===== src/rtl/gtxe2_chnl_cpll_ctrl.sv =====
// CPLL bring-up sequencer for a GTXE2 channel: power-down, reset pulse, filtered
// lock wait with bounded retries, and relock on lock loss or reference-clock loss.
module gtxe2_chnl_cpll_ctrl #(
    parameter int unsigned PD_CYCLES    = 16,
    parameter int unsigned RST_CYCLES   = 8,
    parameter int unsigned LOCK_TIMEOUT = 4096,
    parameter int unsigned LOCK_FILTER  = 4,
    parameter int unsigned MAX_RETRY    = 3
) (
    input  logic       clk,
    input  logic       rst_n,
    input  logic       enable,
    input  logic       cpll_lock,
    input  logic       refclk_lost,
    output logic       cpll_pd,
    output logic       cpll_reset,
    output logic       lock_en,
    output logic       ready,
    output logic       fail,
    output logic [3:0] retry_cnt,
    output logic [2:0] state
);

    localparam logic [2:0] S_IDLE   = 3'd0;
    localparam logic [2:0] S_PWRDN  = 3'd1;
    localparam logic [2:0] S_RESET  = 3'd2;
    localparam logic [2:0] S_WAIT   = 3'd3;
    localparam logic [2:0] S_LOCKED = 3'd4;
    localparam logic [2:0] S_FAIL   = 3'd5;

    localparam int unsigned PH_MAX = (PD_CYCLES > RST_CYCLES) ? PD_CYCLES : RST_CYCLES;
    localparam int unsigned PH_W   = $clog2(PH_MAX + 1);
    localparam int unsigned TMO_W  = $clog2(LOCK_TIMEOUT + 1);
    localparam int unsigned FLT_W  = $clog2(LOCK_FILTER + 1);

    localparam logic [PH_W-1:0]  PD_LAST  = PH_W'(PD_CYCLES - 1);
    localparam logic [PH_W-1:0]  RST_LAST = PH_W'(RST_CYCLES - 1);
    localparam logic [TMO_W-1:0] TMO_LAST = TMO_W'(LOCK_TIMEOUT - 1);
    localparam logic [FLT_W-1:0] FLT_LAST = FLT_W'(LOCK_FILTER - 1);
    localparam logic [3:0]       RETRY_MAX = 4'(MAX_RETRY);

    logic [2:0]       state_q, state_d, fsm_nxt_s;
    logic [PH_W-1:0]  ph_q, ph_d, ph_inc_s;
    logic [TMO_W-1:0] tmo_q, tmo_d, tmo_inc_s;
    logic [FLT_W-1:0] flt_q, flt_d, flt_inc_s;
    logic [3:0]       retry_q, retry_d, retry_nxt_s;
    logic [1:0]       lock_sync_q, lost_sync_q;
    logic             lock_s, lost_s, changed_s;
    logic             cpll_pd_q, cpll_reset_q, lock_en_q, ready_q, fail_q;

    assign lock_s = lock_sync_q[1];
    assign lost_s = lost_sync_q[1];

    // Saturating increments so no counter can wrap whatever the parameters.
    assign ph_inc_s  = (ph_q  == {PH_W{1'b1}})  ? ph_q  : ph_q  + 1'b1;
    assign tmo_inc_s = (tmo_q == {TMO_W{1'b1}}) ? tmo_q : tmo_q + 1'b1;
    assign flt_inc_s = (flt_q == {FLT_W{1'b1}}) ? flt_q : flt_q + 1'b1;

    // Next-state selection; enable low overrides every other transition.
    always_comb begin
        fsm_nxt_s   = state_q;
        retry_nxt_s = retry_q;
        case (state_q)
            S_IDLE:   fsm_nxt_s = S_PWRDN;
            S_PWRDN:  fsm_nxt_s = (ph_q == PD_LAST) ? S_RESET : S_PWRDN;
            S_RESET: begin
                if (lost_s) begin
                    fsm_nxt_s = S_PWRDN;
                end else begin
                    fsm_nxt_s = (ph_q == RST_LAST) ? S_WAIT : S_RESET;
                end
            end
            S_WAIT: begin
                if (lost_s) begin
                    fsm_nxt_s = S_PWRDN;
                end else if (lock_s && (flt_q == FLT_LAST)) begin
                    fsm_nxt_s = S_LOCKED;
                end else if (tmo_q == TMO_LAST) begin
                    if (retry_q < RETRY_MAX) begin
                        fsm_nxt_s   = S_RESET;
                        retry_nxt_s = retry_q + 4'd1;
                    end else begin
                        fsm_nxt_s = S_FAIL;
                    end
                end else begin
                    fsm_nxt_s = S_WAIT;
                end
            end
            S_LOCKED: begin
                if (lost_s) begin
                    fsm_nxt_s = S_PWRDN;
                end else begin
                    fsm_nxt_s = lock_s ? S_LOCKED : S_RESET;
                end
            end
            S_FAIL:   fsm_nxt_s = S_FAIL;
            default:  fsm_nxt_s = S_IDLE;
        endcase
    end

    // Counter and retry updates; every state change restarts the per-state counters.
    always_comb begin
        state_d   = enable ? fsm_nxt_s : S_IDLE;
        changed_s = (state_d != state_q);
        ph_d      = changed_s ? '0 : ph_inc_s;
        tmo_d     = (changed_s || (state_q != S_WAIT)) ? '0 : tmo_inc_s;
        flt_d     = (changed_s || (state_q != S_WAIT) || !lock_s) ? '0 : flt_inc_s;
        retry_d   = ((state_d == S_IDLE) || (state_d == S_LOCKED)) ? 4'd0 : retry_nxt_s;
    end

    // Two-flop synchronizers for the asynchronous PLL status inputs.
    always_ff @(posedge clk or negedge rst_n) begin
        if (!rst_n) begin
            lock_sync_q <= 2'b00;
            lost_sync_q <= 2'b00;
        end else begin
            lock_sync_q <= {lock_sync_q[0], cpll_lock};
            lost_sync_q <= {lost_sync_q[0], refclk_lost};
        end
    end

    // State, counters, and output flops; outputs track the state being entered.
    always_ff @(posedge clk or negedge rst_n) begin
        if (!rst_n) begin
            state_q      <= S_IDLE;
            ph_q         <= '0;
            tmo_q        <= '0;
            flt_q        <= '0;
            retry_q      <= 4'd0;
            cpll_pd_q    <= 1'b1;
            cpll_reset_q <= 1'b0;
            lock_en_q    <= 1'b0;
            ready_q      <= 1'b0;
            fail_q       <= 1'b0;
        end else begin
            state_q      <= state_d;
            ph_q         <= ph_d;
            tmo_q        <= tmo_d;
            flt_q        <= flt_d;
            retry_q      <= retry_d;
            cpll_pd_q    <= (state_d == S_IDLE) || (state_d == S_PWRDN) || (state_d == S_FAIL);
            cpll_reset_q <= (state_d == S_RESET);
            lock_en_q    <= (state_d == S_WAIT) || (state_d == S_LOCKED);
            ready_q      <= (state_d == S_LOCKED);
            fail_q       <= (state_d == S_FAIL);
        end
    end

    assign cpll_pd    = cpll_pd_q;
    assign cpll_reset = cpll_reset_q;
    assign lock_en    = lock_en_q;
    assign ready      = ready_q;
    assign fail       = fail_q;
    assign retry_cnt  = retry_q;
    assign state      = state_q;

endmodule


===== config.mk =====
export PLATFORM = sky130hd
export DESIGN_NAME = gtxe2_chnl_cpll_ctrl
export DESIGN_NICKNAME = d
export VERILOG_FILES = /design/src/rtl/gtxe2_chnl_cpll_ctrl.sv
export SDC_FILE = /design/constraint.sdc
export NUM_CORES = 1
export LEC_CHECK = 0
export CAP_MARGIN = 20
export CELL_PAD_IN_SITES_DETAIL_PLACEMENT = 1
export CELL_PAD_IN_SITES_GLOBAL_PLACEMENT = 1
export CORE_AREA = 4 4 67 84
export DETAILED_ROUTE_END_ITERATION = 16
export DIE_AREA = 0 0 71 88
export GPL_TIMING_DRIVEN = 0
export PLACE_DENSITY = 0.79
export REMOVE_ABC_BUFFERS = 1
export SYNTH_ARGS = -nofsm -noshare
export SYNTH_HDL_FRONTEND = slang
export SYNTH_SLANG_ARGS = --single-unit

===== constraint.sdc =====
create_clock -name clk -period 2.18 [get_ports clk]
set_input_delay 0.436 -clock clk [delete_from_list [all_inputs] [get_ports clk]]
set_output_delay 0.436 -clock clk [all_outputs]
set_load 0.005 [all_outputs]

== Yosys cells after proc, flatten, opt, wreduce, memory -nomap -nowiden ==
Cells that the tools add are included.

* Memories kept: 0
* Output and inout bits: 12
* ROM bits: 0
* Bits of input ports: 5
* Word-level logic and storage cells: 78
* Latch bits: 0
* RAM bits: 0
* Bits in registers: 37

* $lt $le $gt $ge: 1
* Multiplexer cells: 23
* Equality and inequality tests: 24
* Add/sub/neg operators: 4
* Shift-type cells: 0
* Div/mod/pow operators: 0
* $mul: 0
* Reduce and logical (&&, ||, !) cells: 14
* Bitwise logic cells: 0

{| class="wikitable"
|+ Operators with widths
! operator !! count
|-
| $mux 3 || 9
|-
| $mux 13 || 2
|-
| $mux 4 || 6
|-
| $pmux 3 s6 || 1
|-
| $eq 3x2->1 const B || 5
|-
| $eq 3x3->1 const B || 5
|-
| $add 13x1->13 const B || 1
|-
| $eq 13x12->1 const B || 1
|-
| $eq 13x13->1 const B || 1
|-
| $mux 5 || 2
|-
| $ne 2x1->1 const B || 4
|-
| $eq 3x1->1 const B || 2
|-
| $logic_not 3->1 || 2
|-
| $logic_or 1x1->1 || 6
|-
| $reduce_bool 2->1 || 3
|-
| $add 5x1->5 const B || 1
|-
| $eq 5x3->1 const B || 1
|-
| $eq 5x4->1 const B || 1
|-
| $eq 5x5->1 const B || 1
|-
| $reduce_and 5->1 || 1
|-
| $add 4x1->4 const B || 1
|-
| $lt 4x2->1 const B || 1
|-
| $mux 2 || 2
|-
| $add 3x1->3 const B || 1
|-
| other kinds (6) || 6
|}

== Logic depth before layout (Yosys ltp) ==
* Depth in word-level cells: 11
* Gate-level depth with buffers: 9
* Mapped depth without buffers: 8

== Worst setup path after synthesis ==
No wires, ideal clock.

* Path kind: register to register
* Start point: reg ph_q[0]
* End point: reg tmo_q[11]
* Buffers on the path: 1
* Stages on the path, launching flop included: 10
* Period minus slack after synthesis: 2100 ps
* Library setup time: 71 ps
* Slack: 80 ps
* Data arrival time: 2029 ps
* Data required time: 2109 ps
* Cell sequence: dfrtp_1 -> ha_1 -> and3_1 -> ha_1 -> and4bb_2 -> a21o_1 -> o22ai_4 -> nand3_4 -> buf_2 -> nor2_1

* Cells in the longest elaborated chain, start to end: 8
* Elaborated cells between the ends (all ways): 11
* Those cells by class: eq/ne (4); mux (6); reduce/logical (1)

{| class="wikitable"
|+ Ends and longest elaborated chain
! what !! line !! RTL
|-
| start, declared || 43 || <nowiki>logic [PH_W-1:0] ph_q, ph_d, ph_inc_s;</nowiki>
|-
| start signal, assigned || 137 || <nowiki>ph_q <= ph_d;</nowiki>
|-
| $eq 5x3->1 || 70 || <nowiki>fsm_nxt_s = (ph_q == RST_LAST) ? S_WAIT : S_RESET;</nowiki>
|-
| $mux 1 || 70 ||
|-
| $mux 2 || 67 || <nowiki>if (lost_s) begin</nowiki>
|-
| $pmux 3 s6 * || 63 || <nowiki>case (state_q)</nowiki>
|-
| $mux 3 * || 103 || <nowiki>state_d = enable ? fsm_nxt_s : S_IDLE;</nowiki>
|-
| $ne 3x3->1 * || 104 || <nowiki>changed_s = (state_d != state_q);</nowiki>
|-
| $logic_or 1x1->1 * || 106 || <nowiki>tmo_d = (changed_s || (state_q != S_WAIT)) ? '0 : tmo_inc_s;</nowiki>
|-
| $ne 2x1->1 (no source line) / $mux 13 (equally long branches) || - ||
|-
| end signal, assigned || 138 || <nowiki>tmo_q <= tmo_d;</nowiki>
|-
| end, declared || 44 || <nowiki>logic [TMO_W-1:0] tmo_q, tmo_d, tmo_inc_s;</nowiki>
|}

Mark *: on every way between the ends. The rest lies on a longest branch, timed or not.
A chain may end at the register's enable or synchronous reset.

== Final worst setup path ==
* Start point: reg ph_q[0]
* End point: reg tmo_q[4]

The elaborated chain is that of the path after synthesis.

==> results.json <==
{
  "status": "finished with violations",
  "violations": "negative setup slack",
  "maxUsedRoutingLayer": "met4",
  "wl_met3_um": 112,
  "wl_met2_um": 2618,
  "r2r_slack_ps": -3,
  "ios": 17,
  "fin_area_um2": 2450,
  "yosysSeqAreaShare_pct": 49.24,
  "ys_warn_count": 0,
  "final_util_pct": 51.42,
  "grt_max_degree": 38,
  "worstHoldPathType": "input port to async pin",
  "clkLatencyLatePin_ps": 290,
  "drive_gt1_share_pct": 24.17,
  "rows": 28,
  "core_area_um2": 4765,
  "leakage_uw": 0.001036,
  "syn-instance-count": 176,
  "postSynthAreaPerCell_um2": 10.70,
  "power_density_nw_per_um2": 512.7,
  "start_util_pct": 39.52,
  "finalCritPeriodShare_pct": 100.1,
  "clkTransAtPathRegs_ps": 70,
  "fin_crit_ps": 2183,
  "reg2reg_from": "ph_q[0]$_DFFE_PN0P_",
  "synthToLayoutAreaGrowth_pct": 30.10,
  "dr.pass1.iters": 4,
  "ir_drop_uv": 308.5,
  "fp.dieW_um": 71,
  "drc": 0,
  "ys_async_sr_fraction_pct": 100.0,
  "wl_per_cell_um": 17.15,
  "avgViaCountPerCell": 5.509,
  "globalRouteOverflowTotal": 0,
  "clkSinkCount": 37,
  "drv_slew": 0,
  "syn-cell-area_um2": 1883,
  "critPathMaxFanout": 7,
  "cp-start-kind": "flip-flop",
  "cts_buffer_depth": 2,
  "drtIter0Drc": 64,
  "grt_pass1_vias": 1630,
  "die_h_um": 88,
  "relSlewSlack_pct": 44.40,
  "setup_viol": 1,
  "portBuffers": 16,
  "worst_pin_slew_ps": 833.9,
  "reg2regPathDepth": 9,
  "placed_area_um2": 2117,
  "fillers": 527,
  "drtAntennaViolNets": 0,
  "num_vias": 1493,
  "wl_met1_um": 1877,
  "cp.required_ps": 2400,
  "rsz0062_at_grt": "true",
  "cap_violations": 0,
  "synth_edf_count": 0,
  "place_congestion": 0.7579,
  "antenna_found_initial": 0,
  "dieArea_um2": 6248,
  "crit_arrival_ps": 2400,
  "crit_type": "flip-flop to flip-flop",
  "htree_levels": 2,
  "r2r_end": "tmo_q[4]$_DFFE_PN0P_",
  "yosys_most_used_dff": "dfrtp_1",
  "fmax_ghz": 0.4581,
  "final_hold_viol_count": 0,
  "antenna_cells": 0,
  "synth_top_area_cell": "dfrtp_1",
  "cts_tree": "done",
  "setup_slack_ps": -2.927,
  "cts_buffers": 5,
  "fin_nets": 223,
  "track_usage_pct": 15.25,
  "ys_ff_latch": 37,
  "totalWireLength_um": 4649,
  "synth.area.top_cells": "dfrtp_1 48%, ha_1 5.3%, xnor2_1 4.7%",
  "root_buffer": "clkbuf_8",
  "ys_types": 43,
  "synth_top_area_share_pct": 47.84,
  "grt_pass1_wl_um": 7521,
  "dp.final_hpwl_um": 2841,
  "finalClockSkew_ps": 10.73,
  "crit_path_end_kind": "flip-flop"
}
layout by cell type (no fill, tap or decap), types with 2 or more instances in the layout:
cell              n
buf_4             9
a21oi_2           2
clkbuf_1          3
nor3_2            2
nand2_1           7
nor2b_1           4
clkbuf_8          5
nor3b_1           5
and4bb_2          2
nand4_1           2
nor2_4            4
dfrtp_1          36
or3_1             2
xnor2_1          10
a21o_1            4
nor4_4            2
nor4_1            2
nand3_1           4
nor3_1            9
xor2_1            5
inv_1             6
a21oi_1           3
nor2_1           14
nor2_2            4
mux2i_1           5
a211oi_1          2
nand4b_1          2
o22ai_4           2
nand2b_1          5
clkdlybuf4s50_1  15
ha_1              5
ha_2              2
registers in the layout, indices dropped and copies added (netlist names):
name and count:
lock_en 1, cpll_reset 1, ready 1, lock_sync_q 2, flt_q 3, lost_sync_q 2, state 3, ph_q 5
retry_cnt 4, tmo_q 13, fail 1, cpll_pd 1
timing repair:
action,4_1_cts,5_1_grt
hold buffers,0,0
pin swaps,7,7
setup endpoints to repair,28,27
setup buffers,7,3
resized for setup,14,20
cloned,2,0
cells by family (layout without fill, tap and decap cells):
kind of cell / Yosys count / in the layout / synth area share, %
buffers and inverters: 9 / 42 / 1.927
XOR/XNOR: 15 / 15 / 6.976
adder cells (fa/ha/maj): 8 / 8 / 5.316
flip-flops: 37 / 37 / 49.24
multiplexers: 5 / 5 / 2.658
AO/OA/AOI/OAI: 20 / 21 / 8.373
AND/OR/NAND/NOR: 82 / 83 / 25.51
metal layers:
layer | global-route usage (%) | up-vias
met1 | 16.98 | 769
met5 | 0 | -
li1 | - | 700
met3 | 3.215 | 4
met4 | 4.615 | 0
met2 | 28.95 | 20
cell type report:
type,count,area [um2],area share (%)
Inverter,7,26.28,1.073
Sequential cell,37,927.1,37.84
Tap cell,60,75.07,3.064
Multi-Input combinational cell,132,1092,44.59
Clock buffer,8,80.08,3.269
Timing Repair Buffer,27,249.0,10.16
worst max-delay path by stage:
| stage | cells past startpoint | from | to | slack, ps |
|---|---|---|---|---|
| after detailed placement | 6 | enable | ph_q[1]$_DFFE_PN0P_ | -290 |
| after global placement | 6 | tmo_q[0]$_DFFE_PN0P_ | tmo_q[8]$_DFFE_PN0P_ | -780 |
| final | 9 | ph_q[0]$_DFFE_PN0P_ | tmo_q[4]$_DFFE_PN0P_ | -3 |
| after global routing | 9 | ph_q[0]$_DFFE_PN0P_ | tmo_q[10]$_DFFE_PN0P_ | -80 |
| after CTS | 9 | ph_q[1]$_DFFE_PN0P_ | tmo_q[11]$_DFFE_PN0P_ | 0.06 |
| after floorplan | 6 | tmo_q[0]$_DFFE_PN0P_ | tmo_q[5]$_DFFE_PN0P_ | -230 |
stage by stage:
step                setup TNS, ps  total power [uW]  setup WS, ps  std cells  hold slack (ps)
floorplan                   -2243             758.6        -227.3        174            140.4
global placement           -16310             791.0        -784.1        250            334.5
detailed placement          -4462             793.5        -285.2        251            335.6
CTS                             0              1267       0.05729        268            267.7
global route               -854.2              1321        -81.88        271            309.8
finish                     -2.927              1256        -2.927        271            250.4
synthesized netlist by cell type, types with 2 or more instances:
cell type / instances
dfrtp_1: 36
nor2_1: 22
nor3_1: 11
xnor2_1: 10
ha_1: 8
nand2_1: 8
inv_1: 6
mux2i_1: 5
nand2b_1: 5
nor3b_1: 5
xor2_1: 5
a21o_1: 4
a21oi_1: 4
nand3_1: 4
nor2b_1: 4
a211oi_1: 3
nor4_1: 3
and2_1: 2
and3_1: 2
and4bb_2: 2
buf_2: 2
nand4_1: 2
nand4b_1: 2
or3_1: 2
where the power goes:
part	total [uW]	switching [uW]	internal, uW
Combinational	82.7	44.7	38.0
Clock	458	231	227
Sequential	716	14.7	701
Total	1260	290	966
worst max-delay path: stages (launching register included):
cell and delay, ps:
dfrtp_1 390, ha_2 180, and3_4 190, ha_4 150, and4bb_2 230, a21o_1 200
o22ai_4 300, nand3_4 160, buf_8 210, nor2_2 100
No activity file was read; power rests on OpenSTA's default activity.
